**src/rtl/alu_pkg.sv**
```systemverilog
// ---------------------------------------------------------------------------
// alu_pkg
// Shared definitions for the ALU slice: operation codes, the serial
// add/subtract FSM state encoding and the default datapath widths that the
// add/subtract stage and the right shifter agree on.
// ---------------------------------------------------------------------------
package alu_pkg;

    localparam logic OP_ADD = 1'b0;
    localparam logic OP_SUB = 1'b1;

    // Default operand width and shift-amount width shared with the shifter.
    localparam int DEF_WIDTH = 8;
    localparam int DEF_SHW   = 3;

    typedef enum logic [1:0] {
        IDLE = 2'd0,
        RUN  = 2'd1,
        DONE = 2'd2
    } state_t;

endpackage

```
**src/rtl/alu_full_adder.sv**
```systemverilog
// ---------------------------------------------------------------------------
// alu_full_adder
// One-bit full adder used as the serial arithmetic element.
// Ports:
//   a, b  in   operand bits
//   cin   in   carry in
//   s     out  sum bit
//   cout  out  carry out
// ---------------------------------------------------------------------------
module alu_full_adder (
    input  logic a,
    input  logic b,
    input  logic cin,
    output logic s,
    output logic cout
);

    assign s    = a ^ b ^ cin;
    assign cout = (a & b) | (cin & (a ^ b));

endmodule

```
**src/rtl/alu_serial_addsub.sv**
```systemverilog
// ---------------------------------------------------------------------------
// alu_serial_addsub
// Bit-serial add/subtract stage producing the sumrest operand for the right
// shifter. Operands are captured on an accepted start and processed one bit
// per clock, LSB first. On completion the result, flags and the forwarded
// shift amount are registered together and held until the next completion.
// Ports:
//   clk       in   clock, rising edge
//   rst_n     in   synchronous active-low reset
//   start     in   request, sampled only in IDLE
//   op        in   0 = add, 1 = subtract
//   a, b      in   operands (WIDTH)
//   movr_in   in   shift amount forwarded to the shifter (SHW)
//   busy      out  high in RUN and DONE
//   done      out  one-cycle pulse when outputs update
//   sumrest   out  registered result (WIDTH)
//   carry     out  add: carry-out, sub: borrow
//   overflow  out  signed overflow
//   zero      out  sumrest == 0
//   movr      out  shift amount belonging to sumrest (SHW)
// WIDTH must be at least 3.
// ---------------------------------------------------------------------------
module alu_serial_addsub
    import alu_pkg::*;
#(
    parameter int WIDTH = DEF_WIDTH,
    parameter int SHW   = DEF_SHW
) (
    input  logic             clk,
    input  logic             rst_n,
    input  logic             start,
    input  logic             op,
    input  logic [WIDTH-1:0] a,
    input  logic [WIDTH-1:0] b,
    input  logic [SHW-1:0]   movr_in,
    output logic             busy,
    output logic             done,
    output logic [WIDTH-1:0] sumrest,
    output logic             carry,
    output logic             overflow,
    output logic             zero,
    output logic [SHW-1:0]   movr
);

    localparam int            CW   = $clog2(WIDTH) + 1;
    localparam logic [CW-1:0] LAST = CW'(WIDTH - 1);

    state_t           state, next_state;
    logic [CW-1:0]    cnt;
    logic [WIDTH-1:0] a_sh, b_sh;
    // Holds the low WIDTH-1 result bits; the MSB comes straight from the
    // adder on the final edge, so sumrest never exposes partial results.
    logic [WIDTH-2:0] acc;
    logic             cy;
    logic             op_q;
    logic [SHW-1:0]   movr_q;
    logic             fa_s, fa_cout;
    logic             load, step, last;

    alu_full_adder u_fa (
        .a    (a_sh[0]),
        .b    (b_sh[0]),
        .cin  (cy),
        .s    (fa_s),
        .cout (fa_cout)
    );

    // NOTE: sequential state uses non-blocking assignments so every register
    // samples pre-edge values regardless of statement order.
    always_ff @(posedge clk) begin
        if (!rst_n) state <= IDLE;
        else        state <= next_state;
    end

    // NOTE: every signal written here gets a default first, so no path can
    // leave it unassigned and infer a latch.
    always_comb begin
        next_state = state;
        load       = 1'b0;
        step       = 1'b0;
        last       = 1'b0;
        busy       = 1'b0;
        case (state)
            IDLE: begin
                if (start) begin
                    load       = 1'b1;
                    next_state = RUN;
                end
            end
            RUN: begin
                busy = 1'b1;
                step = 1'b1;
                if (cnt == LAST) begin
                    last       = 1'b1;
                    next_state = DONE;
                end
            end
            DONE: begin
                busy       = 1'b1;
                next_state = IDLE;
            end
            default: next_state = IDLE;
        endcase
    end

    always_ff @(posedge clk) begin
        if (!rst_n) begin
            cnt      <= '0;
            a_sh     <= '0;
            b_sh     <= '0;
            acc      <= '0;
            cy       <= 1'b0;
            op_q     <= 1'b0;
            movr_q   <= '0;
            done     <= 1'b0;
            sumrest  <= '0;
            carry    <= 1'b0;
            overflow <= 1'b0;
            zero     <= 1'b0;
            movr     <= '0;
        end else begin
            done <= 1'b0;

            if (load) begin
                // Subtract is a + ~b + 1: invert B once here and seed the
                // carry with 1.
                a_sh   <= a;
                b_sh   <= b ^ {WIDTH{op}};
                op_q   <= op;
                cy     <= (op == OP_SUB);
                movr_q <= movr_in;
                cnt    <= '0;
            end

            if (step) begin
                a_sh <= {1'b0, a_sh[WIDTH-1:1]};
                b_sh <= {1'b0, b_sh[WIDTH-1:1]};
                acc  <= {fa_s, acc[WIDTH-2:1]};
                cy   <= fa_cout;
                cnt  <= cnt + 1'b1;
            end

            if (last) begin
                sumrest  <= {fa_s, acc};
                // A subtract with no carry out means a borrow occurred.
                carry    <= (op_q == OP_SUB) ? ~fa_cout : fa_cout;
                // cy is the carry into the MSB during this final bit.
                overflow <= cy ^ fa_cout;
                zero     <= ({fa_s, acc} == '0);
                movr     <= movr_q;
                done     <= 1'b1;
            end
        end
    end

endmodule

```
**config.mk**
```make
export PLATFORM = sky130hd
export DESIGN_NAME = alu_serial_addsub
export DESIGN_NICKNAME = d
export VERILOG_FILES = /design/src/rtl/alu_pkg.sv /design/src/rtl/alu_full_adder.sv /design/src/rtl/alu_serial_addsub.sv
export SDC_FILE = /design/constraint.sdc
export NUM_CORES = 1
export LEC_CHECK = 0
export CAP_MARGIN = 5
export CORE_UTILIZATION = 50
export DETAILED_ROUTE_END_ITERATION = 7
export PLACE_DENSITY = 0.74
export SETUP_SLACK_MARGIN = 0.5
export SLEW_MARGIN = 15
export SYNTH_ARGS = -nofsm -noshare
export SYNTH_HDL_FRONTEND = slang
export SYNTH_SLANG_ARGS = --single-unit
```
**constraint.sdc**
```tcl
create_clock -name clk -period 3.45 [get_ports clk]
set_input_delay 0.5175 -clock clk [delete_from_list [all_inputs] [get_ports clk]]
set_output_delay 0.5175 -clock clk [all_outputs]
set_load 0.01 [all_outputs]
```
==> metrics.md <==
| Metric | Value |
|---|---|
| Cell family with the largest share of critical-path delay | simple AND/OR/NAND/NOR gates |
| Final Cycle Share | 61.01% |
| Synth cell count leaders | 63 x nand2_1, 49 x dfxtp_1, 35 x a21oi_1 |
| Worst Skew | 2.690 ps |
| Cts-stage hold buffer count | 0 |
| Largest family of logic cells by synthesized area | compound AO/OA/AOI/OAI gates |
| Die Wd | 66.94 um |
| Clock share of power | 22.5% |
| Synth area leader | dfxtp_1 |
| Routability cong. | 0.7897 |
| Crit. End Element | flip-flop |
| Detail Route met2 WL | 1873 um |
| DIE AREA | 4480 um2 |
| Post-placement cell area | 2450 um2 |
| Hpwl dp | 2784 um |
| Critical path's largest stage delay | 610 ps |
| Height of the die | 66.94 um |
| Metal3 WL | 117 um |
| Via Count | 1,738 |
| First-pass GRT wire length | 6506 um |
| Warnings, synthesis | 0 |
| Placeable core region | 4029 um2 |
| Synth area leaders | dfxtp_1 47%, nand2_1 11%, a21oi_1 8.3% |
| Mux cell area share after synthesis | 3.798% |
| Synthesized cell area | 2108 um2 |
| Vias in the first global route | 1,491 |
| Initial Util | 52.33% |
| DR pass1 iterations | 4 |
| Antenna-violating nets left | 0 |
| Vias per cell | 5.315 |
| Sw frac | 31.96% |
| WP data required | 3650 ps |
| Synth Area in XOR/XNOR | 4.570% |
| Starting DRC count in detailed routing | 56 |
| Final hold viol count | 0 |
| Async SR Flop Fraction | 0% |
| Status | finished clean |
| Initial antenna violation count | 0 |
| Post-synth top area share | 46.53% |
| Top sig layer | met4 |
| Clk_lat worst skew | 290 ps |
| CTS resizes | 0 |
| RSZ-0062 raised after global routing | no |
| CTS root buffer | clkbuf_8 |
| Max VDD drop | 0.0002698 V |
| Worst Tran Pin Value | 752.9 ps |
| Overflow after GRT | 0 |
| Num rows | 23 |
| Number of flops mapped to enable cells by yosys | 0 |
| DRC | 0 |
| Cts bufs inserted | 5 |
| CTS H-tree lvls | 2 |
| Pin count of the biggest net entering global routing | 26 |
| Util after Layout | 62.86% |
| Hold path startpoint | sumrest[1] |
| Count leader, synth | nand2_1 |
| Drt total wl | 4034 um |
| Pint | 961.3 uW |
| Cells along the critical path | inv_1 -> ha_1 -> nand4b_1 -> o32ai_1 |
| Share of layout cells above drive strength 1 | 4.332% |
| Reg power frac | 49.0% |
| Number of I/O pins | 39 |
| Antenna Cells | 0 |
| Synth Flop Type | dfxtp_1 |
| Final worst path period need | 2105 ps |
| Maximum root-to-sink buffer count | 2 |
| Total track usage | 19.43% |
| Max Clk Rate | 0.4751 GHz |
| Max cap viols | 0 |
| Drt wl/cell | 12.34 um |
| Net Switching | 451.5 uW |
| Multi-input combinational cell area | 996.0 um2 |
| # port buffers | 38 |
| Pwr/cell area | 557.9 nW/um2 |
| Type of origin of the critical path | flip-flop |
| Synthesized area per cell | 8.501 um2 |
| Critical path type | flip-flop to flip-flop |
| Max-slew violations | 0 |
| Place WS | 1141 ps |
| Synth-to-Final Area Change | 20.12% |
| Mapped Cells | 248 |
| Crit-path max FO | 14 |
| Data arrival, critical path | 2300 ps |
| Post-synthesis compound-gate area fraction | 18.34% |
| Leakage power | 0.0009024 uW |
| Logic pwr share | 28.5% |
| Post-Syn Nets | 276 |
| Register area share after synthesis | 46.53% |
| Nets | 304 |
| Relative slew slack | 49.75% |
| Final worst slack | 1345 ps |
| Final setup fails | 0 |
| Post-CTS Setup Bufs | 0 |
| Post-Route Setup TNS | 0 ps |
| Clock sinks | 49 |
| Routed met1 length | 1990 um |
| Fin area | 2532 um2 |
| Fillcell total | 390 |
| Worst reg2reg startpoint | state[1] |
| Flops & latches, synth | 49 |
| Post-Synth Simple-Gate Area | 17.21% |
| Post-synthesis adder-cell area fraction | 3.323% |
| Slowest cell on crit path | nand4b_1 |
| Crit path from | state[1] |
| Unique cell type count in the Yosys netlist | 31 |
| CTS tree | yes |
| CTS clk-pin slew, worst paths | 80 ps |
| HP Class | flip-flop to flip-flop |
| Seq. cell area | 980.9 um2 |
| Buf/Inv on CP | 1 |
sequential cells by signal (all words and copies together) (netlist names):
name	count
overflow	1
movr	3
sumrest	8
carry	1
cnt	4
acc	7
a_sh	8
zero	1
state	2
done	1
cy	1
b_sh	8
op_q	1
movr_q	3
worst register-to-register path: stages, from the launching register on:
cell and delay [ps]:
dfxtp_1 320, inv_1 90, ha_1 540, nand4b_1 620, o32ai_1 450
kinds of logic after synthesis:
logic type               count (synthesis)
flip-flops                              49
AND/OR/NAND/NOR                         87
buffers and inverters                   23
multiplexers                             8
XOR/XNOR                                11
AO/OA/AOI/OAI                           65
adder cells (fa/ha/maj)                  5
final timing paths:
kind	to	slack (ps)	cells after the start
min reg2reg	sumrest[1]	460	2
max reg2reg	state[1]	1350	4
min	sumrest[1]	460	2
max	state[1]	1350	4
per-stage QoR:
stage               std cells  power (uW)  hold WS [ps]
floorplan                 248        1015         430.4
global placement          319        1098         440.4
detailed placement        319        1104         445.6
CTS                       327        1423         457.5
global route              327        1498         477.9
finish                    327        1413         456.1
cell type report:
| type | instances | share of cell area [%] |
|---|---|---|
| Tap cell | 50 | 2.470 |
| Sequential cell | 49 | 38.74 |
| Multi-Input combinational cell | 176 | 39.33 |
| Timing Repair Buffer | 40 | 15.61 |
| Clock buffer | 6 | 2.866 |
| Clock inverter | 2 | 0.3953 |
| Inverter | 4 | 0.5929 |
power groups by stage:
stage	clock network, uW	registers (uW)	logic [uW]
6_report	318	692	403
5_1_grt	351	701	446
4_1_cts	328	691	403
3_5_place_dp	0	704	400
3_3_place_gp	0	702	396
2_1_floorplan	0	691	324
metal layers:
layer | GRT usage [%] | vias up
met1 | 23.56 | 807
li1 | - | 894
met2 | 32.07 | 32
met5 | 0 | -
met4 | 8.245 | 0
met3 | 5.137 | 5
cells in the final DEF (no fill, tap or decap), types with 2 or more instances in the layout:
cell             Yosys  final
a211o_1              7      7
a211oi_1             3      3
a21oi_1             35     35
a31oi_1              8      8
buf_4                4      2
clkbuf_8             0      5
clkdlybuf4s50_1      0     38
clkinv_2             0      2
dfxtp_1             49     49
ha_1                 4      4
inv_1                4      4
mux2i_1              8      8
nand2_1             63     63
nand3_1              5      5
nor2_1              11     11
nor4_1               2      2
o21ai_0              8      8
xnor2_1             10     10
No activity file was read; power rests on OpenSTA's default activity.
